--- src/rtl/matrix_result_writeback_pkg.sv ---
// Shared definitions for the matrix result writeback block.
// - ADDR_W      : load-port address width (covers 0..M*P-1 for M,P <= 3)
// - wb_state_t  : writeback FSM states
// - lin_index() : row-major linear index of (r,c) in a matrix with 'cols' columns
package matrix_result_writeback_pkg;

    localparam int ADDR_W = 4;

    typedef enum logic [1:0] {
        ST_IDLE    = 2'd0,
        ST_COLLECT = 2'd1,
        ST_FLUSH   = 2'd2,
        ST_DONE    = 2'd3
    } wb_state_t;

    function automatic logic [ADDR_W-1:0] lin_index(input logic [1:0] r,
                                                    input logic [1:0] c,
                                                    input int         cols);
        return ADDR_W'(int'(r) * cols + int'(c));
    endfunction

endpackage

--- src/rtl/matrix_result_writeback_fxp_shift_sat.sv ---
// fxp_shift_sat: combinational fixed-point rescale.
// Arithmetic right shift by SHIFT (floor toward -inf), then clamp into the
// signed OUT_W range.
// Ports:
//   din  in  IN_W   signed input value
//   dout out OUT_W  rescaled, saturated value
//   sat  out 1      high when the clamp was applied
module fxp_shift_sat #(
    parameter int IN_W  = 66,
    parameter int OUT_W = 32,
    parameter int SHIFT = 10
) (
    input  logic signed [IN_W-1:0]  din,
    output logic signed [OUT_W-1:0] dout,
    output logic                    sat
);

    logic signed [IN_W-1:0]     shifted;
    logic        [IN_W-OUT_W:0] upper;

    always_comb begin
        shifted = din >>> SHIFT;
        // The value fits iff every bit from the OUT_W sign position upward
        // is a copy of the sign bit.
        upper   = shifted[IN_W-1:OUT_W-1];
        sat     = !((&upper) || (~|upper));
        if (!sat)
            dout = shifted[OUT_W-1:0];
        else if (shifted[IN_W-1])
            dout = {1'b1, {(OUT_W-1){1'b0}}};
        else
            dout = {1'b0, {(OUT_W-1){1'b1}}};
    end

endmodule

--- src/rtl/matrix_result_writeback.sv ---
// matrix_result_writeback: captures an M x P multiplier result stream,
// rescales/saturates each element, then replays the buffer (optionally
// transposed) as M*P consecutive writes into a downstream load port.
// Ports:
//   clk, rst                  clock, synchronous active-high reset
//   arm, transpose            start capture (IDLE only); transpose latched with arm
//   c_out, c_valid, row, col  result element stream
//   done                      multiplier finished
//   wr_data, wr_addr, wr_wen  load-port write (registered)
//   busy                      capture or flush in progress
//   wb_done                   1-cycle pulse after the last write
//   sat_flag, dup_err, range_err, incomplete_err   sticky status, cleared by arm
module matrix_result_writeback
    import matrix_result_writeback_pkg::*;
#(
    parameter int M          = 3,
    parameter int P          = 3,
    parameter int DATA_WIDTH = 32,
    parameter int ACC_WIDTH  = 66,
    parameter int SHIFT      = 10
) (
    input  logic                         clk,
    input  logic                         rst,
    input  logic                         arm,
    input  logic                         transpose,
    input  logic signed [ACC_WIDTH-1:0]  c_out,
    input  logic                         c_valid,
    input  logic        [1:0]            row,
    input  logic        [1:0]            col,
    input  logic                         done,
    output logic signed [DATA_WIDTH-1:0] wr_data,
    output logic        [ADDR_W-1:0]     wr_addr,
    output logic                         wr_wen,
    output logic                         busy,
    output logic                         wb_done,
    output logic                         sat_flag,
    output logic                         dup_err,
    output logic                         range_err,
    output logic                         incomplete_err
);

    localparam int MAT_SIZE = M * P;

    wb_state_t state, next_state;

    logic signed [DATA_WIDTH-1:0] data_buf [MAT_SIZE];
    logic        [MAT_SIZE-1:0]   mask;
    logic                         tp;
    logic        [ADDR_W-1:0]     flush_idx;
    logic        [1:0]            flush_r, flush_c;

    logic                         in_range, cap, full_now, last_flush;
    logic        [ADDR_W-1:0]     cap_idx, rd_idx;
    logic        [MAT_SIZE-1:0]   cap_bit;
    logic signed [DATA_WIDTH-1:0] scaled;
    logic                         scaled_sat;

    fxp_shift_sat #(
        .IN_W  (ACC_WIDTH),
        .OUT_W (DATA_WIDTH),
        .SHIFT (SHIFT)
    ) u_shift_sat (
        .din  (c_out),
        .dout (scaled),
        .sat  (scaled_sat)
    );

    // Capture-side decode. cap_bit folds the element arriving this cycle into
    // the full test, so c_valid and done together still count as complete.
    always_comb begin
        in_range   = (int'(row) < M) && (int'(col) < P);
        cap        = (state == ST_COLLECT) && c_valid && in_range;
        cap_idx    = lin_index(row, col, P);
        cap_bit    = cap ? (MAT_SIZE'(1) << cap_idx) : '0;
        full_now   = &(mask | cap_bit);
        last_flush = (flush_idx == ADDR_W'(MAT_SIZE - 1));
        // Transposed read: output (r,c) comes from stored (c,r).
        rd_idx     = tp ? lin_index(flush_c, flush_r, P) : flush_idx;
    end

    // State register
    always_ff @(posedge clk) begin
        if (rst)
            state <= ST_IDLE;
        else
            state <= next_state;
    end

    // Next-state logic
    always_comb begin
        // NOTE: default assignment first so every path assigns next_state; otherwise a latch is inferred.
        next_state = state;
        unique case (state)
            ST_IDLE:    if (arm) next_state = ST_COLLECT;
            ST_COLLECT: if (done) next_state = full_now ? ST_FLUSH : ST_IDLE;
            ST_FLUSH:   if (last_flush) next_state = ST_DONE;
            ST_DONE:    next_state = ST_IDLE;
        endcase
    end

    // Output logic: the final write is still on the port while the FSM sits
    // in DONE, so busy covers it through wr_wen.
    always_comb begin
        busy = (state == ST_COLLECT) || (state == ST_FLUSH) || wr_wen;
    end

    // NOTE: the element buffer has no reset; the mask alone says which entries are valid.
    always_ff @(posedge clk) begin
        if (cap)
            data_buf[cap_idx] <= scaled;
    end

    // Control, status flags and registered load-port outputs
    always_ff @(posedge clk) begin
        if (rst) begin
            // NOTE: non-blocking assignments for all sequential state so every register samples pre-edge values.
            wr_data        <= '0;
            wr_addr        <= '0;
            wr_wen         <= 1'b0;
            wb_done        <= 1'b0;
            sat_flag       <= 1'b0;
            dup_err        <= 1'b0;
            range_err      <= 1'b0;
            incomplete_err <= 1'b0;
            mask           <= '0;
            tp             <= 1'b0;
            flush_idx      <= '0;
            flush_r        <= '0;
            flush_c        <= '0;
        end else begin
            wr_wen  <= 1'b0;
            wb_done <= (state == ST_DONE);
            unique case (state)
                ST_IDLE: begin
                    if (arm) begin
                        mask           <= '0;
                        sat_flag       <= 1'b0;
                        dup_err        <= 1'b0;
                        range_err      <= 1'b0;
                        incomplete_err <= 1'b0;
                        tp             <= transpose;
                        flush_idx      <= '0;
                        flush_r        <= '0;
                        flush_c        <= '0;
                    end
                end
                ST_COLLECT: begin
                    if (cap) begin
                        mask <= mask | cap_bit;
                        if ((mask & cap_bit) != '0) dup_err <= 1'b1;
                        if (scaled_sat) sat_flag <= 1'b1;
                    end
                    if (c_valid && !in_range) range_err <= 1'b1;
                    if (done && !full_now) incomplete_err <= 1'b1;
                end
                ST_FLUSH: begin
                    wr_wen    <= 1'b1;
                    wr_addr   <= flush_idx;
                    wr_data   <= data_buf[rd_idx];
                    flush_idx <= flush_idx + 1'b1;
                    if (int'(flush_c) == P - 1) begin
                        flush_c <= '0;
                        flush_r <= flush_r + 1'b1;
                    end else begin
                        flush_c <= flush_c + 1'b1;
                    end
                end
                ST_DONE: ;
            endcase
        end
    end

endmodule

--- config.mk ---
export PLATFORM = sky130hd
export DESIGN_NAME = matrix_result_writeback
export DESIGN_NICKNAME = d
export VERILOG_FILES = /design/src/rtl/matrix_result_writeback_pkg.sv /design/src/rtl/matrix_result_writeback_fxp_shift_sat.sv /design/src/rtl/matrix_result_writeback.sv
export SDC_FILE = /design/constraint.sdc
export NUM_CORES = 1
export LEC_CHECK = 0
export ABC_AREA = 1
export CAP_MARGIN = 20
export CORE_UTILIZATION = 30
export DETAILED_ROUTE_END_ITERATION = 8
export SETUP_SLACK_MARGIN = 0.2
export SYNTH_ARGS = -nofsm -noshare
export SYNTH_HDL_FRONTEND = slang
export SYNTH_SLANG_ARGS = --single-unit
export TNS_END_PERCENT = 10
--- constraint.sdc ---
create_clock -name clk -period 6.95 [get_ports clk]
set_input_delay 1.39 -clock clk [delete_from_list [all_inputs] [get_ports clk]]
set_output_delay 1.39 -clock clk [all_outputs]
set_load 0.02 [all_outputs]
==> results.json <==
{
  "status": "finished, final reports clean",
  "max_slew.worst_pin.slew_ns": 1.473,
  "internal_power_uw": 3787,
  "synthTopCellsByArea": "edfxtp_1, dfxtp_1, inv_1",
  "synth_edf_count": 288,
  "slew_headroom": 0.01785,
  "cts_buffer_depth": 3,
  "drt_first_pass_iters": 6,
  "end_kind": "register",
  "hold_slack_ns": 0.4509,
  "antenna_found_initial": 0,
  "drtAntennaViolNets": 0,
  "vias_per_cell": 4.667,
  "drt_iter0_markers": 798,
  "fmax_mhz": 228.6,
  "cts_tree": "built",
  "routedWlPerCell_um": 16.80,
  "finalSetupViolations": 0,
  "clk_latency_ns": 0.53,
  "power_frac_seq": 0.460,
  "design_area_mm2": 0.01749,
  "core_area_mm2": 0.04885,
  "setup_slack_ns": 2.575,
  "die-width_um": 224.1,
  "path_clk_slew_ns": 0.06,
  "antenna_cells": 0,
  "place_area_mm2": 0.01634,
  "rsz0062_at_grt": "no",
  "synth_common_cells": "edfxtp_1, inv_1, a21oi_1",
  "nets": 1504,
  "h-tree-depth": 2,
  "cts.sinks": 350,
  "r2r_cells": 7,
  "combinationalPowerShare": 0.189,
  "synth-seq-area-share": 0.6681,
  "post-route-drc-count": 0,
  "cts_resized": 0,
  "num_io_pins": 119,
  "initial_core_util": 0.3030,
  "powerDensity_mw_per_mm2": 302.2,
  "switching_share": 0.2833,
  "grt_max_degree": 257,
  "wl_mm": 35.32,
  "gp_congestion": 0.7925,
  "synth_ff_type": "edfxtp_1",
  "core.rowCount": 81,
  "fin_crit_ns": 4.375,
  "critPathRequiredTime_ns": 7.09,
  "critPathLaunchType": "input port",
  "pre_cts_slack_ns": 2.016,
  "grt_usage": 0.1395,
  "root_buffer": "clkbuf_16",
  "path_class": "input port to register",
  "worstPathArrival_ns": 4.51,
  "synthCells": 1335,
  "synth_fp_nets": 1429,
  "via_count": 9811,
  "hold_depth": 2,
  "yosys.area.top_type": "edfxtp_1",
  "grt_overflow": 0,
  "irDropWorstVdd_mv": 0.1527,
  "grt_pass1_vias": 9271,
  "crit_path_max_fanout": 32,
  "fin_crit_sh": 0.6295,
  "synth_area_mm2": 0.01480,
  "dieArea_mm2": 0.05024,
  "postCtsSetupRepairBufs": 0,
  "pwr-share-clk": 0.351,
  "areaGrowthSynthToFinish_pct": 18.13,
  "ys_ff_latch": 350,
  "p_sw_uw": 1497,
  "synth.avg_cell_area_um2": 11.09,
  "leakage_uw": 0.006288,
  "final_layout_size_suffix_gt1_frac": 0.05494,
  "ys_types": 35,
  "port_buffers": 108,
  "numCtsBuffers": 38,
  "grt_pass1_wl_mm": 53.88,
  "async_flop_share": 0,
  "final.setup_skew_ns": 0.02170,
  "tns_ns": 0,
  "cap_violations": 0,
  "yosysMostFrequentCell": "edfxtp_1",
  "drv_slew": 0,
  "synth.top_cell.area_share": 0.5842,
  "dieHeight_um": 224.1,
  "finalHoldViolations": 0,
  "ys_warn_count": 0,
  "postCtsHoldBufs": 0,
  "hpwl_mm": 18.67,
  "hold_class": "register to register"
}
power by group through the flow:
stage / Combinational [µW] / Sequential [µW] / Clock [µW]
final: 998 / 2430 / 1850
after CTS: 1000 / 2440 / 1890
after global placement: 991 / 2470 / 0
after floorplan: 582 / 2540 / 0
after detailed placement: 1000 / 2480 / 0
after global routing: 1100 / 2450 / 1960
placed cells by master (no fill, tap or decap), drive strengths merged:
master / synthesis / layout
and3: 1 / 1
buf: 53 / 5
dfxtp: 62 / 62
o211ai: 65 / 65
nand2: 136 / 136
edfxtp: 288 / 288
o21ai: 140 / 140
nand4: 6 / 6
clkbuf: 25 / 55
nor2: 35 / 35
or2: 2 / 2
and2: 1 / 1
inv: 220 / 220
a22oi: 4 / 4
fa: 4 / 4
a21oi: 148 / 148
o31ai: 4 / 4
nor4: 5 / 5
nor3: 7 / 7
nand3: 114 / 114
o22ai: 1 / 1
clkdlybuf4s50: 0 / 108
ha: 14 / 14
clkinv: 0 / 13
cell type report:
type	count	area, µm²
clock buffers	55	1066
inverters	220	825.8
multi-input cells	687	3667
fillers	4889	31360
clock inverters	13	76.32
flip-flops and latches	350	9889
repair buffers	113	1131
well taps	664	830.8
cell families after synthesis:
kind of cell               Yosys count  share of synthesized area
DFF                                350                     0.6681
buffers and inverters              298                    0.08613
AOI/OAI and AO/OA                  362                     0.1366
and+or+nand+nor                    307                    0.09196
adders and majority gates           18                    0.01724
routing by layer:
metal	global-route usage	part of all wire	vias up
met5	0	0	-
met3	0.02046	0.048	46
met4	0.03668	0.017	0
li1	-	-	4805
met1	0.1866	0.45	4740
met2	0.2356	0.48	220
critical path: stages:
cell and delay [ns]:
clkdlybuf4s50_1 0.54, inv_1 0.08, fa_1 0.53, inv_1 0.06, ha_1 0.22, fa_1 0.51, inv_1 0.07, nand2_1 0.09
inv_1 0.10, nand3_1 0.15, inv_2 0.75
registers in the layout, summed over array words and instances, names as in the netlist, 2 cells and up, named ones only:
signal and flops:
wr_addr 4, flush_idx 4, flush_c 2, wr_data 32
mask 9, data_buf 288, flush_r 2
path summary, 6_finish.rpt:
| path | start | end | slack, ns |
|---|---|---|---|
| max reg2reg | state[0] | flush_r[1] | 3.53 |
| min | sat_flag | sat_flag | 0.45 |
| min reg2reg | sat_flag | sat_flag | 0.45 |
| max | row[1] | data_buf[1][7] | 2.58 |
per-stage QoR:
step / cells / total power, µW / util
floorplan: 1335 / 3124 / -
global placement: 2034 / 3465 / 0.3346
detailed placement: 2034 / 3481 / 0.3346
CTS: 2102 / 5330 / 0.3580
global route: 2102 / 5514 / 0.3580
finish: 2102 / 5284 / 0.3580
(Power assumes the default switching activity.)
